===== config.mk =====
export PLATFORM = sky130hd
export DESIGN_NAME = ugt_threshold_monitor
export DESIGN_NICKNAME = d
export VERILOG_FILES = /design/src/rtl/ugt_threshold_monitor.sv
export SDC_FILE = /design/constraint.sdc
export NUM_CORES = 1
export LEC_CHECK = 0
export CAP_MARGIN = 5
export CORE_MARGIN = 2
export CORE_UTILIZATION = 50
export CTS_CLUSTER_DIAMETER = 60
export CTS_CLUSTER_SIZE = 24
export DETAILED_ROUTE_END_ITERATION = 8
export PLACE_DENSITY = 0.83
export SETUP_SLACK_MARGIN = 0.02
export SLEW_MARGIN = 20
export SYNTH_ARGS = -nofsm -noshare
export SYNTH_HDL_FRONTEND = slang
export SYNTH_SLANG_ARGS = --single-unit

===== constraint.sdc =====
create_clock -name CLK -period 4.38 [get_ports CLK]
set_clock_uncertainty 0.1 [all_clocks]
set_input_delay 0.876 -clock CLK [delete_from_list [all_inputs] [get_ports CLK]]
set_output_delay 0.876 -clock CLK [all_outputs]
set_load 0.02 [all_outputs]

===== src/rtl/ugt_threshold_monitor.sv =====
// Streaming over-threshold monitor: unsigned strict compare via subtract/carry, consecutive-run counter, registered alarm.
// Optional peak tracker enabled by defining UGT_THRESHOLD_MONITOR_PEAK_EN.
module ugt_threshold_monitor #(
    parameter int WIDTH       = 8,
    parameter int COUNT_WIDTH = 4
) (
    input  logic                   CLK,
    input  logic                   ASYNCRESET,
    input  logic                   LOAD,
    input  logic [WIDTH-1:0]       THRESH,
    input  logic [COUNT_WIDTH-1:0] HOLD,
    input  logic                   VALID,
    input  logic [WIDTH-1:0]       DATA,
    output logic                   O_GT,
    output logic [COUNT_WIDTH-1:0] O_COUNT,
`ifdef UGT_THRESHOLD_MONITOR_PEAK_EN
    output logic [WIDTH-1:0]       O_PEAK,
`endif
    output logic                   O_ALARM
);

    typedef enum logic [1:0] {
        BELOW  = 2'd0,
        ARMING = 2'd1,
        ALARM  = 2'd2
    } state_t;

    state_t                 r_state;
    state_t                 w_state_nxt;
    logic [WIDTH-1:0]       r_thr;
    logic                   r_gt;
    logic [COUNT_WIDTH-1:0] r_count;
    logic [COUNT_WIDTH-1:0] w_count_nxt;
    logic [COUNT_WIDTH-1:0] w_count_sat;
    logic [COUNT_WIDTH:0]   w_count_inc;
    logic [COUNT_WIDTH-1:0] w_heff;
    logic [WIDTH:0]         w_sub;
    logic                   w_gt;

    // thr - DATA as thr + ~DATA + 1: carry-out set means thr >= DATA, so its inverse is DATA > thr.
    assign w_sub = {1'b0, r_thr} + {1'b0, ~DATA} + {{WIDTH{1'b0}}, 1'b1};
    assign w_gt  = ~w_sub[WIDTH];

    assign w_heff      = (HOLD == '0) ? COUNT_WIDTH'(1) : HOLD;
    assign w_count_inc = {1'b0, r_count} + {{COUNT_WIDTH{1'b0}}, 1'b1};
    assign w_count_sat = (&r_count) ? r_count : w_count_inc[COUNT_WIDTH-1:0];

    always_comb begin
        // NOTE: every signal gets a default before the case so no path leaves it unassigned (no latch).
        w_state_nxt = r_state;
        w_count_nxt = r_count;
        if (VALID) begin
            unique case (r_state)
                BELOW: begin
                    if (w_gt) begin
                        w_count_nxt = COUNT_WIDTH'(1);
                        w_state_nxt = (w_heff == COUNT_WIDTH'(1)) ? ALARM : ARMING;
                    end else begin
                        w_count_nxt = '0;
                    end
                end
                ARMING: begin
                    if (w_gt) begin
                        w_count_nxt = w_count_sat;
                        // Wide compare so a saturated count still reaches any heff.
                        if (w_count_inc >= {1'b0, w_heff}) w_state_nxt = ALARM;
                    end else begin
                        w_count_nxt = '0;
                        w_state_nxt = BELOW;
                    end
                end
                ALARM: begin
                    if (w_gt) begin
                        w_count_nxt = w_count_sat;
                    end else begin
                        w_count_nxt = '0;
                        w_state_nxt = BELOW;
                    end
                end
                default: begin
                    w_count_nxt = '0;
                    w_state_nxt = BELOW;
                end
            endcase
        end
    end

    always_ff @(posedge CLK or posedge ASYNCRESET) begin
        // NOTE: sequential state uses non-blocking assignments so all registers update from pre-edge values.
        if (ASYNCRESET) begin
            r_thr   <= '0;
            r_gt    <= 1'b0;
            r_count <= '0;
            r_state <= BELOW;
        end else begin
            if (LOAD) r_thr <= THRESH;
            if (VALID) r_gt <= w_gt;
            r_count <= w_count_nxt;
            r_state <= w_state_nxt;
        end
    end

`ifdef UGT_THRESHOLD_MONITOR_PEAK_EN
    logic [WIDTH-1:0] r_peak;

    always_ff @(posedge CLK or posedge ASYNCRESET) begin
        if (ASYNCRESET) begin
            r_peak <= '0;
        end else if (VALID) begin
            if (r_state != ALARM && w_state_nxt == ALARM) r_peak <= DATA;
            else if (r_state == ALARM && DATA > r_peak)   r_peak <= DATA;
        end
    end

    assign O_PEAK = r_peak;
`endif

    assign O_GT    = r_gt;
    assign O_COUNT = r_count;
    assign O_ALARM = (r_state == ALARM);

endmodule


* Word-level counts from Yosys, hierarchy flattened
Index checks and enable logic that the tools add are counted.
Operators by class: muxes and demuxes 11, equality and inequality tests 7, add/sub/neg operators 3, reductions and logical operators 6, order comparisons 1, bitwise gates (word level) 2
Operators with widths (number):
- 4-bit two-way mux | 3
- 2-bit two-way mux | 5
- 8-bit by 8-bit adder with 9-bit output | 1
- 9-bit by 1-bit adder with 9-bit output (second input constant) | 1
- 8-bit inverter | 1
- 4-bit one-hot mux with 2 select lines | 1
- 4-bit AND reduction | 2
- 3-bit != test (second input constant) | 2
- 2-bit one-hot mux with 3 select lines | 1
- 4-bit by 1-bit adder with 5-bit output (second input constant) | 1
- 5-bit by 4-bit greater-or-equal comparator with 1-bit output | 1
- 4-bit by 1-bit == test with 1-bit output (second input constant) | 1
- 4-bit logical NOT | 1
- 2-bit by 1-bit == test with 1-bit output (second input constant) | 1
- 2-bit == test (second input constant) | 1
- 2-bit logical NOT | 1
- 2-bit by 1-bit != test with 1-bit output (second input constant) | 1
- 2-bit != test (second input constant) | 1
- 2-bit AND reduction | 1
- 2-bit OR reduction | 1
- 1-bit two-way mux | 1
- 1-bit inverter | 1
Storage, ports and cells: output and inout port bits 6, bits in registers 15, input bits 24, logic and storage cells 34

* Depth between registers and ports, before layout
word-level depth 6, gate-level depth with buffers 9, mapped depth without buffers 8

* Worst setup path before layout
No wires, ideal clock.
path kind input -> register, from in DATA[5], to reg r_state[0], data required time 4.190 ns, cell stages on the path 7, library setup time 0.090 ns, slack 1.645 ns, buffers on the path 0, arrival 2.546 ns, cells stage by stage inv_1 > ha_1 > a21o_1 > a21o_1 > a221o_1 > or4_1 > o2111ai_1
On the way: word-level cells in the longest chain between the ends 5, elaborated cells between the ends (all ways) 9, those cells by class 2 x add/sub; 3 x eq/ne; 2 x mux; 1 x bitwise; 1 x reduce/logical
RTL lines:
- start, declared | line 13 | input logic [WIDTH-1:0] DATA,
- 8-bit inverter (*) | line 41 | assign w_sub = {1'b0, r_thr} + {1'b0, ~DATA} + {{WIDTH{1'b0}}, 1'b1};
- 8-bit by 8-bit adder with 9-bit output (*) | line 41
- 9-bit by 1-bit adder with 9-bit output (*) | line 41
- 3-bit != test (no source line) (tied with other cells)
- 4-bit AND reduction (no source line) or 2-bit one-hot mux with 3 select lines (tied branches)
- end signal, assigned | line 99 | r_state <= w_state_nxt;
- end, declared | line 28 | state_t r_state;
Every way passes the cells marked *; elsewhere a longest branch is shown, timed or not. A chain may end at the register's enable or synchronous reset.

* Final worst setup path
Same ends and word-level chain as after synthesis.

==> metrics.yaml <==
status: "completed"
syn_nets: 145
fmax_mhz: 330
synth_edf_count: 0
overflow: 0
clkTransAtPathRegs_ns: 0.09
ys.flop_type: "dfrtp_1"
cts-htree-levels: 1
grt_start_max_net_pins: 16
holdBufCountCts: 0
hold_viol: 0
drt_pre_antenna_iters: 4
cts_setup_buffers: 0
final_max_slew_viol_count: 0
post-route-min-period_ns: 3.03
die_h_um: 49.6
track_usage_pct: 20.3
numCtsBuffers: 3
nNetsFinal: 177
syn-cell-area_um2: 1040
diodes: 0
port_buffers: 29
via_per_inst: 5.40
slew_headroom_pct: 62.5
yosys_warnings: 0
synth_cell_types: 29
start_util_pct: 53.0
async_flop_share_pct: 100
worstPathRequired_ns: 4.47
drt_wl_total_um: 2230
die_area_um2: 2460
grt_use_met3_pct: 6.06
arrival_ns: 3.12
dieWidth_um: 49.6
rows: 16
core-area_um2: 1960
startpoint_type: "input port"
gp_congestion: 0.861
busiest_layer: "met2"
drc_errors: 0
grt_pass1_wl_um: 3810
path_delay_family: "compound AO/OA/AOI/OAI gates"
cpMaxStageDelayCell: "or4_1"
dp_cells: 159
slowest_delay_ns: 0.54
synthesis.instances: 105
rsz0062_at_grt: "false"
tns_ns: 0
place_hpwl_um: 1780
worstMarginPinSlew_ns: 0.562
post_drt_wl_per_cell_um: 13.7
grt_pass1_vias: 880
synth_area_leaders: "dfrtp_1, ha_1, mux2_2"
io-pin-count: 30
maxCapViolations: 0
dr.first_iter.drc_count: 11
cpMostUsedCell: "a21o_1"
use_met1_pct: 23.3
ctsResizeCount: 0
ant_nets: 0
final_cells: 163
crit_chain: "clkdlybuf4s50_1 > inv_1 > ha_1 > a21o_1 > a21o_1 > a221o_1 > or4_1 > o2111ai_1"
antenna_found_initial: 0
cts.path.max_buffers: 2
layout-drive-gt1-share_pct: 9.56
met2_usage_pct: 35.8
synth_top_area_share_pct: 36.1
numClockSinks: 15
cts_tree: "yes"
crit_fanout: 8
p_leak_nw: 0.643
setup_violations: 0
period_share_pct: 69.1
yosysTopAreaCell: "dfrtp_1"
powerDensity_nw_per_um2: 383
end_kind: "flip-flop"
cts-root-buf: "clkbuf_4"
worstHoldPathType: "flip-flop to flip-flop"
clkLatencyLatePin_ns: 0.27
area_delta_synth_final_pct: 33.0
ys_seq_area_share_pct: 36.1
ys_seq_elements: 15
syn-mean-instance-area_um2: 9.90
yosys-top-cells-count: "ha_1, inv_1, dfrtp_1"
vdd_drop_max_uv: 361
cp.buffers_inverters: 2
critPathKind: "input port to flip-flop"
num_vias: 881
## sequential cells by signal (all words and copies together), names as in the netlist
name     flops
O_GT         1
r_state      2
O_COUNT      4
r_thr        8
## power by group
group          internal (mW)  leakage (nW)  switching (mW)  total [mW]
Combinational          0.126         0.444           0.132       0.258
Clock                 0.0353        0.0150          0.0410      0.0763
Sequential             0.164         0.184          0.0308       0.195
## final timing paths
path	startpoint	to	slack (ns)	cells past startpoint
max	DATA[5]	r_state[0]	1.35	8
min	r_thr[3]	r_thr[3]	0.42	1
max reg2reg	O_COUNT[0]	r_state[0]	1.91	8
min reg2reg	r_thr[3]	r_thr[3]	0.42	1
max in group asynchronous	ASYNCRESET	r_thr[7]	2.96	2
min in group asynchronous	ASYNCRESET	r_thr[4]	0.85	2
## routing by layer
metal | up-vias | wire [um]
met5 | - | 0
met4 | 0 | 40
met3 | 4 | 58
met2 | 12 | 1150
met1 | 427 | 974
li1 | 438 | -
## stage by stage
| step | total power, mW | cell area (um^2) | util (%) | hold slack [ns] | setup slack (ns) |
|---|---|---|---|---|---|
| 6_report | 0.529 | 1380 | 70.5 | 0.417 | 1.35 |
| 5_1_grt | 0.569 | 1380 | 70.5 | 0.424 | 1.30 |
| 4_1_cts | 0.531 | 1380 | 70.5 | 0.420 | 1.36 |
| 3_5_place_dp | 0.448 | 1360 | 69.1 | 0.402 | 1.07 |
| 3_3_place_gp | 0.433 | 1360 | 69.1 | 0.396 | 1.12 |
| 2_1_floorplan | 0.357 | 1040 | - | 0.382 | 1.64 |
## cells in the final DEF, fill, tap and decap left out, types with 2 or more instances in the layout
master and n:
a31oi_1 2, inv_1 16, nor3b_1 2, nand2_1 2
nand3_1 6, nand4_1 2, dfrtp_1 15, o21ai_0 5
mux2_2 9, clkdlybuf4s50_1 29, nor2_1 4, clkbuf_4 3
nor2b_1 4, ha_1 16, a22o_1 2, a21o_1 2
a21oi_1 3
## cell families after synthesis
kind of cell / Yosys count / share of synthesized area (%)
xor+xnor: 2 / 1.69
flops: 15 / 36.1
mux: 10 / 10.7
buf+inv: 18 / 6.50
simple gates: 23 / 11.9
compound gates: 21 / 13.8
fa+ha+maj: 16 / 19.3
## cell type report
type	instances	area (um^2)
multi-input cells	72	597
fillers	152	579
flip-flops and latches	15	375
repair buffers	29	290
inverters	16	60.1
well taps	27	33.8
clock buffers	4	26.3
Note: power is estimated with default switching activity, not from simulation.
